File: src/rtl/psddivide_arb.sv
// Round-robin front end for one shared psddivide sequential divider.
// Two valid/ready requesters in, one response channel with backpressure out.
module psddivide_arb #(
  parameter int DIV_CYCLES = 32,
  parameter int CNT_W      = 6
) (
  input  logic        clock,
  input  logic        reset,
  input  logic [1:0]  req_valid,
  output logic [1:0]  req_ready,
  input  logic [31:0] req_dividend0,
  input  logic [31:0] req_divisor0,
  input  logic [31:0] req_dividend1,
  input  logic [31:0] req_divisor1,
  output logic        rsp_valid,
  input  logic        rsp_ready,
  output logic        rsp_id,
  output logic [31:0] rsp_quotient,
  output logic [31:0] rsp_rest,
  output logic        rsp_divzero,
  output logic        busy,
  output logic        div_start,
  output logic        div_stop,
  output logic [31:0] div_dividend,
  output logic [31:0] div_divisor,
  input  logic [31:0] div_quotient,
  input  logic [31:0] div_rest
);

  typedef enum logic [2:0] {IDLE, START, RUN, STOP, CAPT, RESP} state_t;

  localparam logic [CNT_W-1:0] LAST = CNT_W'(DIV_CYCLES - 1);

  state_t            state, next_state;
  logic [CNT_W-1:0]  cnt;
  logic              ptr;
  logic              grant;
  logic              accept;
  logic [31:0]       sel_dividend;
  logic [31:0]       sel_divisor;

  // A lone requester always wins; on contention the pointer decides.
  always_comb begin
    grant = ptr;
    if (req_valid == 2'b01)
      grant = 1'b0;
    else if (req_valid == 2'b10)
      grant = 1'b1;
    req_ready = 2'b00;
    if (reset && state == IDLE && req_valid[grant])
      req_ready[grant] = 1'b1;
    accept       = |(req_valid & req_ready);
    sel_dividend = grant ? req_dividend1 : req_dividend0;
    sel_divisor  = grant ? req_divisor1  : req_divisor0;
  end

  always_comb begin
    next_state = state;
    case (state)
      IDLE:  if (accept) next_state = (sel_divisor == 32'd0) ? RESP : START;
      START: next_state = RUN;
      RUN:   if (cnt == LAST) next_state = STOP;
      STOP:  next_state = CAPT;
      CAPT:  next_state = RESP;
      RESP:  if (rsp_ready) next_state = IDLE;
      default: next_state = IDLE;
    endcase
  end

  always_ff @(posedge clock or negedge reset) begin
    if (!reset) begin
      state        <= IDLE;
      cnt          <= '0;
      ptr          <= 1'b0;
      div_dividend <= '0;
      div_divisor  <= '0;
      rsp_id       <= 1'b0;
      rsp_quotient <= '0;
      rsp_rest     <= '0;
      rsp_divzero  <= 1'b0;
    end else begin
      state <= next_state;
      case (state)
        IDLE: begin
          if (accept) begin
            div_dividend <= sel_dividend;
            div_divisor  <= sel_divisor;
            rsp_id       <= grant;
            ptr          <= ~grant;
            // Divide-by-zero is answered here and never reaches the divider.
            if (sel_divisor == 32'd0) begin
              rsp_quotient <= 32'hFFFF_FFFF;
              rsp_rest     <= sel_dividend;
              rsp_divzero  <= 1'b1;
            end
          end
        end
        START: cnt <= '0;
        RUN:   cnt <= cnt + CNT_W'(1);
        CAPT: begin
          rsp_quotient <= div_quotient;
          rsp_rest     <= div_rest;
          rsp_divzero  <= 1'b0;
        end
        default: ;
      endcase
    end
  end

  assign busy      = (state != IDLE);
  assign div_start = (state == START);
  assign div_stop  = (state == STOP);
  assign rsp_valid = (state == RESP);

endmodule

File: config.mk
export PLATFORM = sky130hd
export DESIGN_NAME = psddivide_arb
export DESIGN_NICKNAME = d
export VERILOG_FILES = /design/src/rtl/psddivide_arb.sv
export SDC_FILE = /design/constraint.sdc
export NUM_CORES = 1
export LEC_CHECK = 0
export CAP_MARGIN = 5
export CORE_AREA = 2 2 130 132
export CTS_CLUSTER_SIZE = 20
export DETAILED_ROUTE_END_ITERATION = 10
export DIE_AREA = 0 0 132 134
export DONT_BUFFER_PORTS = 1
export PLACE_DENSITY_LB_ADDON = 0.3
export SLEW_MARGIN = 20
export SYNTH_ARGS = -nofsm -noshare
export SYNTH_HDL_FRONTEND = slang
export SYNTH_SLANG_ARGS = --single-unit
export TNS_END_PERCENT = 1
File: constraint.sdc
create_clock -name clock -period 5.1 [get_ports clock]
set_input_delay 0.765 -clock clock [delete_from_list [all_inputs] [get_ports clock]]
set_output_delay 0.765 -clock clock [all_outputs]
set_load 0.1 [all_outputs]
==> results.sh, run 1 <==
export IMPL_status="complete, no violations"
export IMPL_async_reset_ff_frac=1.000
export IMPL_syn_num_nets=880
export IMPL_arrival_ps=3190
export IMPL_r2r_start="ptr"
export IMPL_core_rowCount=47
export IMPL_cp_max_fo=18
export IMPL_die_x_um=132
export IMPL_synth_most_common_cell="dfrtp_1"
export IMPL_tightest_slew_ps=1138
export IMPL_fillers=1526
export IMPL_seq_area_mm2=0.003503
export IMPL_place_ws_ps=924.1
export IMPL_antenna_found_initial=0
export IMPL_design_area_mm2=0.007674
export IMPL_setup_violations=0
export IMPL_critPathLaunch="state[2]"
export IMPL_comb_power_share=0.189
export IMPL_period_share=0.7746
export IMPL_stdcell_count=880
export IMPL_dp_cells=849
export IMPL_setup_tns_ps=0
export IMPL_clock_latency_ps=410
export IMPL_synth_yosys_seq_area_share=0.5069
export IMPL_pwr_share_clk=0.188
export IMPL_netlist_instances=682
export IMPL_cts_hold_buf=0
export IMPL_post_cts_resize_count=0
export IMPL_pwr_density_cell_mw_per_mm2=856.5
export IMPL_routed_via_density=6.273
export IMPL_relSlewSlack=0.2386
export IMPL_first_global_vias=5566
export IMPL_layout_nets=846
export IMPL_drtIter0Drc=377
export IMPL_end_kind="output port"
export IMPL_diodes=0
export IMPL_max_cap_violations=0
export IMPL_synth_main_ff_cell="dfrtp_1"
export IMPL_worst_ir_drop_vdd_mv=0.3358
export IMPL_die_h_um=134
export IMPL_area_delta_synth_final_pct=11.02
export IMPL_cts_setup_buffers=0
export IMPL_multiInputGateArea_mm2=0.003167
export IMPL_htreeDepth=4
export IMPL_gp_congestion=0.9562
export IMPL_drt_total_wl_um=20150
export IMPL_dp_hpwl_um=14370
export IMPL_p_sw_frac=0.5967
export IMPL_fmax_ghz=0.2531
export IMPL_netlist_area_mm2=0.006912
export IMPL_grt_max_degree=143
export IMPL_synth_top_cell_by_area="dfrtp_1"
export IMPL_ant_nets=0
export IMPL_grt_pass1_wl_um=31430
export IMPL_cts_tree="yes"
export IMPL_final_max_slew_viol_count=0
export IMPL_pwr_share_seq=0.623
export IMPL_clk_pin_slew_ps=50
export IMPL_grtUsageTotal=0.2260
export IMPL_p_sw_mw=3.922
export IMPL_first_pass_iters=5
export IMPL_layout_setup_ws_ps=1149
export IMPL_die_area_mm2=0.01769
export IMPL_p_total_mw=6.573
export IMPL_critPathMaxStageDelay_ps=1110
export IMPL_cts_made_buffers=17
export IMPL_synth_edf_count=0
export IMPL_port_buffers=0
export IMPL_intPower_mw=2.651
export IMPL_setup_worst_path_start_class="flop"
export IMPL_clock_sinks=140
export IMPL_ioPinCount=333
export IMPL_path_cells="or2_1, nor2_4, inv_1, a211oi_4"
export IMPL_crit_type="reg2out"
export IMPL_finalCriticalPeriod_ps=3951
export IMPL_drive_gt1_frac=0.1303
export IMPL_drc=0
export IMPL_hp_class="in2async"
export IMPL_synth_area_leaders="dfrtp_1 (51%), mux2i_1 (9.3%), o21ai_0 (5.5%), o211ai_2 (5.2%), o211ai_1 (3.9%)"
export IMPL_leakage_nw=3.240
export IMPL_post_synth_num_cell_types=41
export IMPL_start_util=0.4243
export IMPL_ys_seq_elements=140
export IMPL_core_mm2=0.01629
export IMPL_fin_skew_ps=9.226
export IMPL_rsz0062_at_grt="false"
export IMPL_ys_warn_count=0
export IMPL_synth_top_area_frac=0.5069
export IMPL_synth_commonest_cells="dfrtp_1 (140), o21ai_0 (76), nand2_1 (71), mux2i_1 (64), clkbuf_1 (46)"
export IMPL_crit_path_top_delay_cell="a211oi_4"
export IMPL_detail_route_wl_per_cell_um=22.89
export IMPL_num_vias=5520
export IMPL_placed_area_mm2=0.007076
export IMPL_clock_root_buffer="clkbuf_16"
export IMPL_clockBufferDepth=2
export IMPL_grt_overflow=0
export IMPL_finalHoldViolations=0
export IMPL_worstPathRequired_ps=4340
export IMPL_syn_avg_cell_area_um2=10.13
-- worst max-delay path: cells and delay by family (launching register included) --
family                 cells  cell delay (ps)
buffers and inverters      1              480
AO/OA/AOI/OAI              1             1110
AND/OR/NAND/NOR            2              600
flip-flops                 1              580
-- stage by stage --
stage          hold WS (ps)    util
2_1_floorplan         469.4       -
3_3_place_gp          474.1  0.4344
3_5_place_dp          472.8  0.4344
4_1_cts               21.09  0.4709
5_1_grt               24.78  0.4711
6_report              54.18  0.4711
-- layout by cell type (no fill, tap or decap), types with 2 or more instances in the layout --
master     synthesis  routed
a21oi_1           42      42
nor3_1             5       3
buf_16             0       2
o21a_1             2       2
inv_1              4       4
or4_1              3       3
a21o_1             4       4
nand3_1            4       3
o21ai_0           76      76
o211ai_1          36      36
clkbuf_8           0       4
clkinv_2           0       4
o22ai_1           33      33
o211ai_2          29      29
mux2i_1           64      64
or2_2              2       2
nor4_1             8       8
bufinv_16          0       2
and3_1             4       3
nor3b_1            2       2
clkinv_4           0       2
buf_4              0       7
nor2_1            39      37
nor2_2             0       2
dfrtp_1          140     140
clkbuf_16          0      17
nor3_2             1       3
a22oi_1           34      34
nand2_1           71      70
-- power by group through the flow --
stage	registers (mW)	clock network (mW)	logic (mW)
global route	4.14	1.31	1.39
floorplan	3.98	0	1.04
detailed placement	4.12	0	1.25
global placement	4.11	0	1.19
finish	4.10	1.24	1.24
CTS	4.10	1.27	1.25
-- sequential cells by signal (all words and copies together), names as in the netlist --
name          cells
cnt               6
div_dividend     32
div_divisor      32
ptr               1
rsp_divzero       1
rsp_id            1
rsp_quotient     32
rsp_rest         32
state             3
-- kinds of logic after synthesis --
logic type               Yosys count  synth area share
buffers and inverters             67           0.04471
AND/OR/NAND/NOR                  146           0.09395
multiplexers                      64           0.09269
XOR/XNOR                           1          0.001267
AO/OA/AOI/OAI                    263            0.2587
adder cells (fa/ha/maj)            1          0.001810
flip-flops                       140            0.5069
-- cell type report --
cell class	count	area share
clock inverter	10	0.01484
tap	220	0.03587
multi-input combinational	475	0.4127
timing repair buffer	10	0.01549
inverter	4	0.001957
sequential	140	0.4565
clock buffer	21	0.06261
-- routing by layer --
metal	share of wire	GRT usage
met5	0	0
met4	0.023	0.08333
met3	0.083	0.07029
met2	0.52	0.3843
met1	0.38	0.2706
-- final timing paths --
check,end,depth (start not counted),slack [ps]
max,req_ready[0],4,1150
min,rsp_quotient[12],0,50
max reg2reg,rsp_rest[1],8,1180
min reg2reg,cnt[1],2,550
max in group asynchronous,div_divisor[28],0,4690
min in group clock,rsp_rest[21],2,520
No activity file was read; power rests on OpenSTA's default activity.
==> inputs of run 2 (changes only) <==
- CORE_AREA: 2 2 130 132 -> 2 2 128 130
- DIE_AREA: 0 0 132 134 -> 0 0 130 132
- clock period: 5.1 -> 4.02 ns (I/O delays scaled with it)
==> run 2 against run 1 <==
Compared with the run above: wire length shrank 1.1%; via count shrank 0.80%; clock skew decreased by 1.4 ps; global-route usage up 0.28 points; final area rose by 0.91%; critical path type unchanged; utilization rose by 2.2 points; worst hold slack better by 45 ps; first-iteration DRC count shrank 17%.
==> results.sh, run 2 (synthesis results as in run 1) <==
export IMPL_cts_tree="yes"
export IMPL_clock_sinks=140
export IMPL_core_rowCount=46
export IMPL_max_cap_violations=0
export IMPL_mostFrequentLayoutCells="dfrtp_1 (140), o21ai_0 (76), nand2_1 (70)"
export IMPL_setup_violations=0
export IMPL_comb_power_share=0.194
export IMPL_antenna_found_initial=0
export IMPL_cts_made_buffers=17
export IMPL_gp_congestion=0.9263
export IMPL_leakage_nw=3.262
export IMPL_worst_ir_drop_vdd_mv=0.3767
export IMPL_rr_worst_depth=9
export IMPL_ant_nets=0
export IMPL_worstPathRequired_ps=3420
export IMPL_first_global_vias=5604
export IMPL_cp_endpoint="req_ready[0]"
export IMPL_clock_latency_ps=420
export IMPL_diodes=0
export IMPL_clk_pin_slew_ps=60
export IMPL_setup_tns_ps=0
export IMPL_drtIter0Drc=312
export IMPL_setup_worst_path_start_class="flop"
export IMPL_num_vias=5476
export IMPL_path_cells="or2_1, nor2_4, inv_1, a211oi_4, buf_4"
export IMPL_crit_path_top_delay_cell="dfrtp_1"
export IMPL_die_h_um=132
export IMPL_fin_skew_ps=7.779
export IMPL_final_max_slew_viol_count=0
export IMPL_start_util=0.4399
export IMPL_layout_commonest_cell="dfrtp_1"
export IMPL_r2r_slack_ps=660
export IMPL_critPathLaunch="state[2]"
export IMPL_routed_via_density=6.209
export IMPL_htreeDepth=4
export IMPL_grt_max_degree=141
export IMPL_clockBufferDepth=2
export IMPL_drt_total_wl_um=19930
export IMPL_post_cts_resize_count=0
export IMPL_cts_hold_buf=1
export IMPL_rr_endpoint="rsp_rest[1]"
export IMPL_rsz0062_at_grt="false"
export IMPL_port_buffers=0
export IMPL_grt_pass1_wl_um=30640
export IMPL_clock_root_buffer="clkbuf_16"
export IMPL_pwr_share_clk=0.188
export IMPL_crit_type="reg2out"
export IMPL_layout_nets=851
export IMPL_core_mm2=0.01571
export IMPL_hp_class="in2async"
export IMPL_drive_gt1_frac=0.1381
export IMPL_tightest_slew_ps=1116
export IMPL_ioPinCount=333
export IMPL_cp_max_fo=18
export IMPL_period_share=0.8570
export IMPL_utilization=0.4928
export IMPL_area_delta_synth_final_pct=12.04
export IMPL_fmax_ghz=0.2903
export IMPL_status="complete, no violations"
export IMPL_finalHoldViolations=0
export IMPL_finalCriticalPeriod_ps=3445
export IMPL_die_area_mm2=0.01716
export IMPL_grtUsageTotal=0.2288
export IMPL_relSlewSlack=0.2563
export IMPL_p_total_mw=8.391
export IMPL_pwr_density_cell_mw_per_mm2=1084
export IMPL_detail_route_wl_per_cell_um=22.60
export IMPL_intPower_mw=3.357
export IMPL_grt_overflow=0
export IMPL_drc=0
export IMPL_dp_hpwl_um=13850
export IMPL_r2r_start="ptr"
export IMPL_arrival_ps=2840
export IMPL_die_x_um=130
export IMPL_first_pass_iters=5
export IMPL_pwr_share_seq=0.618
export IMPL_p_sw_frac=0.6000
export IMPL_p_sw_mw=5.035
export IMPL_cts_setup_buffers=0
export IMPL_end_kind="output port"
export IMPL_critPathMaxStageDelay_ps=580
==> run 2: cell types whose count changed in the layout (fill, tap and decap cells not counted), sizes merged <==
cell / before / now
clkinv: 6 / 5
buf: 10 / 15
clkinvlp: 1 / 5
clkbuf: 21 / 19
==> run 2: layout make-up <==
cell class	count	area [µm²]
Multi-Input combinational cell	475	3167
Clock inverter	13	142.6
Fill cell	1426	7969
Tap cell	216	270.3
Sequential cell	140	3503
Clock buffer	19	452.9
Timing Repair Buffer	15	192.7
Inverter	4	15.01
==> run 2: how the worst min path moves through the flow <==
stage               start          endpoint  slack [ps]  cells past startpoint
finish              reset  rsp_quotient[14]         100                      1
global route        reset  rsp_quotient[14]         220                      1
CTS                 reset  rsp_quotient[16]         200                      1
detailed placement  reset  rsp_quotient[14]         310                      0
global placement    reset  rsp_quotient[11]         310                      0
floorplan           reset            cnt[0]         310                      0
==> run 2: critical path: cells and delay by family (launching register included) <==
family / cells / cell delay [ps]
flops: 1 / 580
simple gates: 2 / 620
buf+inv: 2 / 810
compound gates: 1 / 400
==> run 2: per-layer routing <==
layer  vias up  GRT usage  share of wire
li1       2464          -              -
met1      2721     0.2790           0.41
met2       253     0.3656           0.48
met3        38    0.08198          0.084
met4         0    0.09618          0.026
met5         -          0              0
==> run 2: stage by stage <==
step,setup slack [ps],hold slack (ps),std cells,area (µm²)
after global routing,481.1,220.7,882,7744
after CTS,583.7,204.4,881,7716
after detailed placement,610.5,310.6,848,7093
after global placement,757.4,311.3,848,7093
final,574.7,99.23,882,7744
after floorplan,620.8,307.4,682,6917
==> run 2: power by group through the flow <==
stage	registers [mW]	logic [mW]	clock network, mW
after floorplan	5.05	1.33	0
after global placement	5.21	1.52	0
after detailed placement	5.22	1.59	0
after CTS	5.20	1.62	1.60
after global routing	5.25	1.82	1.67
final	5.19	1.63	1.58
